`config.mk`:
```
export PLATFORM = sky130hd
export DESIGN_NAME = rf_bank
export DESIGN_NICKNAME = d
export VERILOG_FILES = /design/src/rtl/rf_bank.sv
export SDC_FILE = /design/constraint.sdc
export NUM_CORES = 2
export LEC_CHECK = 0
export BUFFER_PORTS_ARGS = -buffer_cell sky130_fd_sc_hd__buf_2
export CORE_ASPECT_RATIO = 0.75
export CORE_MARGIN = 1.5
export CORE_UTILIZATION = 60
export DETAILED_ROUTE_END_ITERATION = 7
export PLACE_DENSITY = 0.77
export REMOVE_ABC_BUFFERS = 1
export SETUP_SLACK_MARGIN = 0.02
export SLEW_MARGIN = 30
export SYNTH_ARGS = -nofsm -noshare
export SYNTH_HDL_FRONTEND = slang
export SYNTH_SLANG_ARGS = --single-unit
```
`constraint.sdc`:
```
create_clock -name clk -period 92.9 [get_ports clk]
set_clock_uncertainty 0.05 [all_clocks]
set_input_delay 4.645 -clock clk [delete_from_list [all_inputs] [get_ports clk]]
set_output_delay 4.645 -clock clk [all_outputs]
set_load 0.02 [all_outputs]
```
`src/rtl/rf_bank.sv`:
```
`default_nettype none
// ============================================================================
// Module   : rf_bank
// Purpose  : Parametrised register bank with registered write-first reads and
//            a per-register busy scoreboard. Define RF_X0_ZERO_EN to hardwire
//            register 0 to zero.
// Revision : 1.0 - initial release
// ============================================================================
module rf_bank #(
    parameter  int XLEN  = 64,
    parameter  int NREGS = 32,
    localparam int AW    = $clog2(NREGS),
    parameter  int NRD   = 2
) (
    input  logic                clk,
    input  logic                rst,
    input  logic [NRD-1:0]      rd_en,
    input  logic [NRD*AW-1:0]   rd_addr,
    output logic [NRD*XLEN-1:0] rd_data,
    output logic [NRD-1:0]      rd_busy,
    input  logic                wr_en,
    input  logic [AW-1:0]       wr_addr,
    input  logic [XLEN-1:0]     wr_data,
    input  logic                rsv_en,
    input  logic [AW-1:0]       rsv_addr,
    output logic                any_busy
);

`ifdef RF_X0_ZERO_EN
    localparam bit c_X0_ZERO = 1'b1;
`else
    localparam bit c_X0_ZERO = 1'b0;
`endif

    logic [XLEN-1:0]  r_regs [NREGS];
    logic [NREGS-1:0] r_busy;
    logic [NREGS-1:0] w_busy_nxt;
    logic             w_wr_ok;
    logic             w_rsv_ok;

    // With x0 hardwired, accesses to address 0 are simply dropped.
    assign w_wr_ok  = wr_en  && !(c_X0_ZERO && (wr_addr  == '0));
    assign w_rsv_ok = rsv_en && !(c_X0_ZERO && (rsv_addr == '0));

    // Reservation is applied after the write clear so a new reservation wins.
    always_comb begin
        w_busy_nxt = r_busy;
        if (w_wr_ok)
            w_busy_nxt[wr_addr] = 1'b0;
        if (w_rsv_ok)
            w_busy_nxt[rsv_addr] = 1'b1;
    end

    always_ff @(posedge clk or posedge rst) begin
        if (rst) begin
            for (int k = 0; k < NREGS; k++)
                r_regs[k] <= '0;
            r_busy <= '0;
        end else begin
            if (w_wr_ok)
                r_regs[wr_addr] <= wr_data;
            r_busy <= w_busy_nxt;
        end
    end

    assign any_busy = |r_busy;

    logic [XLEN-1:0] r_rd_data [NRD];
    logic            r_rd_busy [NRD];

    generate
        for (genvar i = 0; i < NRD; i++) begin : g_rd
            logic [AW-1:0] w_addr;
            logic          w_byp;

            assign w_addr = rd_addr[i*AW +: AW];
            assign w_byp  = w_wr_ok && (wr_addr == w_addr);

            always_ff @(posedge clk or posedge rst) begin
                if (rst) begin
                    r_rd_data[i] <= '0;
                    r_rd_busy[i] <= 1'b0;
                end else if (rd_en[i]) begin
                    r_rd_data[i] <= w_byp ? wr_data : r_regs[w_addr];
                    r_rd_busy[i] <= w_busy_nxt[w_addr];
                end
            end

            assign rd_data[i*XLEN +: XLEN] = r_rd_data[i];
            assign rd_busy[i]              = r_rd_busy[i];
        end
    endgenerate

endmodule
`default_nettype wire

```
After elaboration in Yosys (flattened, before gate mapping):

Index checks and enable logic that the tools add are counted.

* register bits: 2210
* input bits: 90
* word-level logic and storage cells: 82

* order comparisons: 10
* equality and inequality tests: 2
* multiplexer cells: 21
* bitwise gates (word level): 6
* reductions and logical operators: 6

Operator list (count)
* bitwise mux 2048 bit: 1
* binary-select mux 64 bit (select 5 bit): 2
* 2-to-1 mux 64 bit: 7
* demux 64 bit (select 5 bit): 1
* 2-to-1 mux 32 bit: 2
* AND 32 bit: 1
* inverter 32 bit: 1
* OR 32 bit: 1
* OR reduction 32 bit: 1
* less-than comparator 5 x 6 -> 1 bit, second input constant: 4
* greater-or-equal comparator 6 bit, second input constant: 3
* inverter 5 -> 6 bit: 3
* binary-select mux 1 bit (select 5 bit): 2
* demux 1 bit (select 5 bit): 2
* equality test 5 bit: 2
* greater-or-equal comparator 5 x 1 -> 1 bit, second input constant: 2
* less-than comparator 6 x 1 -> 1 bit, second input constant: 1
* logical AND 1 bit: 5
* 2-to-1 mux 1 bit: 4

Longest topological paths before layout:

* depth in word-level cells: 11
* mapped depth: 11

Worst setup path after synthesis:

Ideal clock, no wire load.

* kind: input port to flip-flop
* start point: input rd_addr[5]
* end point: register r_rd_data (netlist bit rd_data[100])
* library setup time: 0.135 ns
* arrival: 6.778 ns
* setup slack: 85.937 ns
* stages: 7
* path buffers: 2
* path through: buf_2 -> buf_1 -> mux4_2 -> mux4_2 -> nor2b_1 -> a211oi_1 -> o22ai_1

* longest elaborated chain between the ends: 5
* elaborated cells on any way between the ends: 7

RTL lines
* start, declared: RTL line 18 `input logic [NRD*AW-1:0] rd_addr,`
* inverter 5 -> 6 bit (implied by the code): RTL line 84 `r_rd_data[i] <= w_byp ? wr_data : r_regs[w_addr];`
* binary-select mux 64 bit (select 5 bit): RTL line 84
* 2-to-1 mux 64 bit (implied by the code) (2 in a row): RTL line 84
* 2-to-1 mux 64 bit (*): RTL line 84
* end signal, assigned by index: RTL line 84
* end, declared: RTL line 68 `logic [XLEN-1:0] r_rd_data [NRD];`

Every way passes the cells marked *; elsewhere a longest branch is shown, timed or not. The select of a mux whose other input is x is not followed.
A chain may end at the register's enable or synchronous reset.

Worst setup path after layout:

* start point: input rd_addr[0]
* end point: register r_rd_data (netlist bit rd_data[57])

Same word-level chain as after synthesis.

==> results.env <==
RESULT_OF_THE_RUN='completed'
MUXSHAREOFSYNTHAREA=0.4569
SETUP.WORST_PATH.START_CLASS='input port'
WORST_VDD_IR_mV=0.02228
HOLD_BUFFERS=0
WORSTMARGINPINSLEW_PS=1089
DRT_PRE_ANTENNA_ITERS=6
GRT_ANTENNA_BEFORE_REPAIR=22
SLEW-LIMIT-HEADROOM=0.2742
R2R.WORST_PATH.CELLS=5
DESIGN.CORE.AREA_UM2=191300
INITIAL_UTILIZATION=0.6038
HOLD_PATH.CLASS='reg2reg'
CLKSLEWWORSTSETUPHOLDPATHS_PS=60
ROWS=139
GRT_START_MAX_NET_PINS=180
CLOCK-SINKS=2210
DETAILEDROUTE.FIRSTITERATIONVIOLATIONS=8792
LAYOUT_WORST_PATH_CYCLE_SHARE=0.1106
GR-TOTAL-OVERFLOW=0
FINAL_CORE_UTILIZATION=0.6558
CAP_VIOLATIONS=0
FINAL_NET_COUNT=6999
WORSTREG2REGEND='rd_data[127]'
NUMBER_OF_SYNTHESIZED_REGISTER_BITS=2210
SYNTH-EDFF-COUNT=0
GLOBAL_ROUTE_TRACK_USAGE_ON_MET3=0.09070
SYN_AREA_PER_CELL_UM2=16.20
SYNTH_SEQUENTIAL_AREA_RATIO=0.4787
TOTAL_GRT_USAGE=0.3524
USE_MET1=0.5086
CP.ARRIVAL_PS=10970
SYNTH_CELLS=7130
POST_DRT_VIA_CELL_RATIO=7.399
CP.REQUIRED_PS=93590
GR-USAGE-MET2=0.5288
CRIT_PATH_END='rd_data[57]'
CRIT_PATH_MAX_FANOUT=59
POST_SYNTH_XOR_AREA_FRACTION=0.0007582
CHIPWIDTH_UM=509.7
CLOCK_TREE.ROOT_CELL='clkbuf_16'
SYNTH-ADDER-AREA-SHARE=0
TIMING.CRITICAL_PATH.TO_TYPE='flop'
LAYOUT-AREA-OVERHEAD-VS-SYNTH_PCT=8.608
IOS=221
TIMING.REG2REG.SETUP_SLACK_PS=90310
CLOCK_LATENCY_REPORTED_FOR_THE_LATE_SIDE_OF_THE_WORST_SKEW_PAIR_PS=870
HOLD_SLACK_PS=426.9
MAIN_COMBINATIONAL_CELL_FAMILY_BY_AREA_AFTER_SYNTHESIS='multiplexers'
FINALMAXSLEWVIOLATIONS=0
SYNTH-COMPOUND-AREA-SHARE=0.02436
POST-CTS-SETUP-BUFFER-COUNT=0
SHARE_OF_FINAL_LAYOUT_STANDARD_CELLS_STRONGER_THAN_DRIVE_STRENGTH_1=0.5773
DRT-WIRELENGTH-PER-CELL_UM=35.13
SYNTHESIS.AREA_UM2=115500
ANTENNA_LEFT=0
NUMBER_OF_GLOBAL_ROUTE_VIAS_BEFORE_REPAIR=72975
CLOCKBUFFERDEPTH=3
PLACE.DETAILED.INSTANCES=9230
SYNTH_WARNINGS=0
STATIC-LEAKAGE-POWER_uW=0.05513
GRT_FIRST_PASS_WIRELENGTH_MM=500.6
YS_DOMINANT_REG_CELL='dfrtp_1'
FP.DIEAREA_UM2=195200
PORT-BUFFER-COUNT=220
VIAS=71241
CTSHTREEMAXLEVEL=4
TIMING.FMAX_MHz=97.30
DRT_WL_TOTAL_MM=338.2
GRT_MOST_USED_LAYER='met2'
TIMING.SETUP.CRITICAL_PATH_CLASS='in2reg'
POST_SYNTH_NUM_CELL_TYPES=58
RSZ0062_AT_GRT='false'
FINAL.SETUP.TNS_PS=0
RR_STARTPOINT='r_regs[895]'
PWR_DENSITY_CELL_nW_PER_UM2=22.19
TRITONCTS_BUFFERS=211
DIE_HEIGHT_UM=383
GLOBALPLACE.CONGESTION=0.8308
CTS_REPAIR_RESIZE_COUNT=0
TRITONCTS='built'
SETUP_VIOL_COUNT_FINAL=0
LAYOUT_MIN_CYCLE_TIME_PS=10280
HOLD_VIOLATIONS=0
PLACED_WIRE_LENGTH_ESTIMATE_MM=183.7
WORSTSETUPSTARTPOINT='rd_addr[0]'
YS_ASYNC_SR_FRACTION=1.000
SYNTH_SIMPLE_GATE_AREA_FRAC=0.008426
STDCELL_COUNT=9628
ROUTE.DETAILED.DRC=0
## critical path, stage by stage
cell,delay (ps)
buf_8,450
buf_4,710
buf_4,800
buf_4,760
buf_6,640
buf_6,620
buf_4,590
mux4_2,570
mux4_2,510
mux2i_1,150
a21oi_1,110
a21o_1,200
## cells in the final DEF (no fill, tap or decap), types with 14 or more instances in the layout
master,netlist,layout
dfrtp_1,2210,2210
a21o_1,64,64
buf_6,11,26
buf_4,3,102
clkbuf_8,0,58
mux4_2,1286,1286
clkbuf_16,0,216
inv_1,91,89
nand2_4,0,28
a21oi_1,69,69
a22oi_1,20,20
buf_2,113,208
mux2i_1,73,73
o21ai_0,132,132
mux2_2,2050,2050
clkinv_2,0,48
clkbuf_1,626,41
nor2b_1,68,68
a211oi_1,69,69
buf_12,0,14
o22ai_1,65,65
## cell type report
class	instances	area, um2
fillers	12923	65840
multi-input cells	4033	56960
flip-flops and latches	2210	55300
clock buffers	314	6344
well taps	2538	3176
repair buffers	362	2596
clock inverters	73	719.4
inverters	91	351.6
diodes	7	17.52
## through the flow
stage / total power, uW / worst slack [ps] / cell area [um2]
2_1_floorplan: 1715 / 25760 / 112300
3_3_place_gp: 1864 / 81060 / 118100
3_5_place_dp: 1901 / 81060 / 118200
4_1_cts: 2784 / 81970 / 125300
5_1_grt: 2889 / 82040 / 125500
6_report: 2785 / 82620 / 125500
## synthesized netlist by cell type (all sizes together), types with 3 or more instances
cell type | count | area share
dfrtp | 2210 | 0.48
mux2 | 2050 | 0.20
mux4 | 1286 | 0.25
clkbuf | 626 | 0.020
buf | 170 | 0.0076
o21ai | 132 | 0.0057
inv | 91 | 0.0030
mux2i | 73 | 0.0063
a211oi | 69 | 0.0045
a21oi | 69 | 0.0030
nor2b | 68 | 0.0037
o22ai | 65 | 0.0035
a21o | 64 | 0.0042
nand2 | 42 | 0.0014
a22oi | 20 | 0.0013
nor4 | 10 | 0.00054
a22o | 9 | 0.00068
xor2 | 8 | 0.00061
nor2 | 7 | 0.00023
and3 | 4 | 0.00022
nand3 | 4 | 0.00017
and3b | 3 | 0.00023
and4b | 3 | 0.00026
and4bb | 3 | 0.00032
nand2b | 3 | 0.00016
nor3b | 3 | 0.00024
or2 | 3 | 0.00016
## state kept, by name, summed over array words and instances (netlist names)
signal and cells:
rd_busy 2, r_regs 2048, rd_data 128, r_busy 32
## worst min-delay path by stage
stage	startpoint	endpoint	slack (ps)	cells past startpoint
finish	rd_data[26]	rd_data[26]	430	1
global route	rd_data[11]	rd_data[11]	440	1
CTS	rd_data[21]	rd_data[21]	430	1
detailed placement	rd_data[21]	rd_data[21]	420	1
global placement	rd_data[20]	rd_data[20]	410	1
floorplan	r_busy[30]	r_busy[30]	430	2
## kinds of logic after synthesis
logic type,Yosys count
AO/OA/AOI/OAI,448
flip-flops,2210
buffers and inverters,887
XOR/XNOR,10
multiplexers,3409
AND/OR/NAND/NOR,166
## metal layers
layer	wire length, um	share of wire
met1	135400	0.40
met3	34540	0.10
met4	11510	0.034
met5	101	0.00030
met2	156700	0.46
## power breakdown
group	switching [uW]	internal, uW
combinational	228	367
sequential	148	1160
clock	386	502
total	761	2020
(Power assumes the default switching activity.)
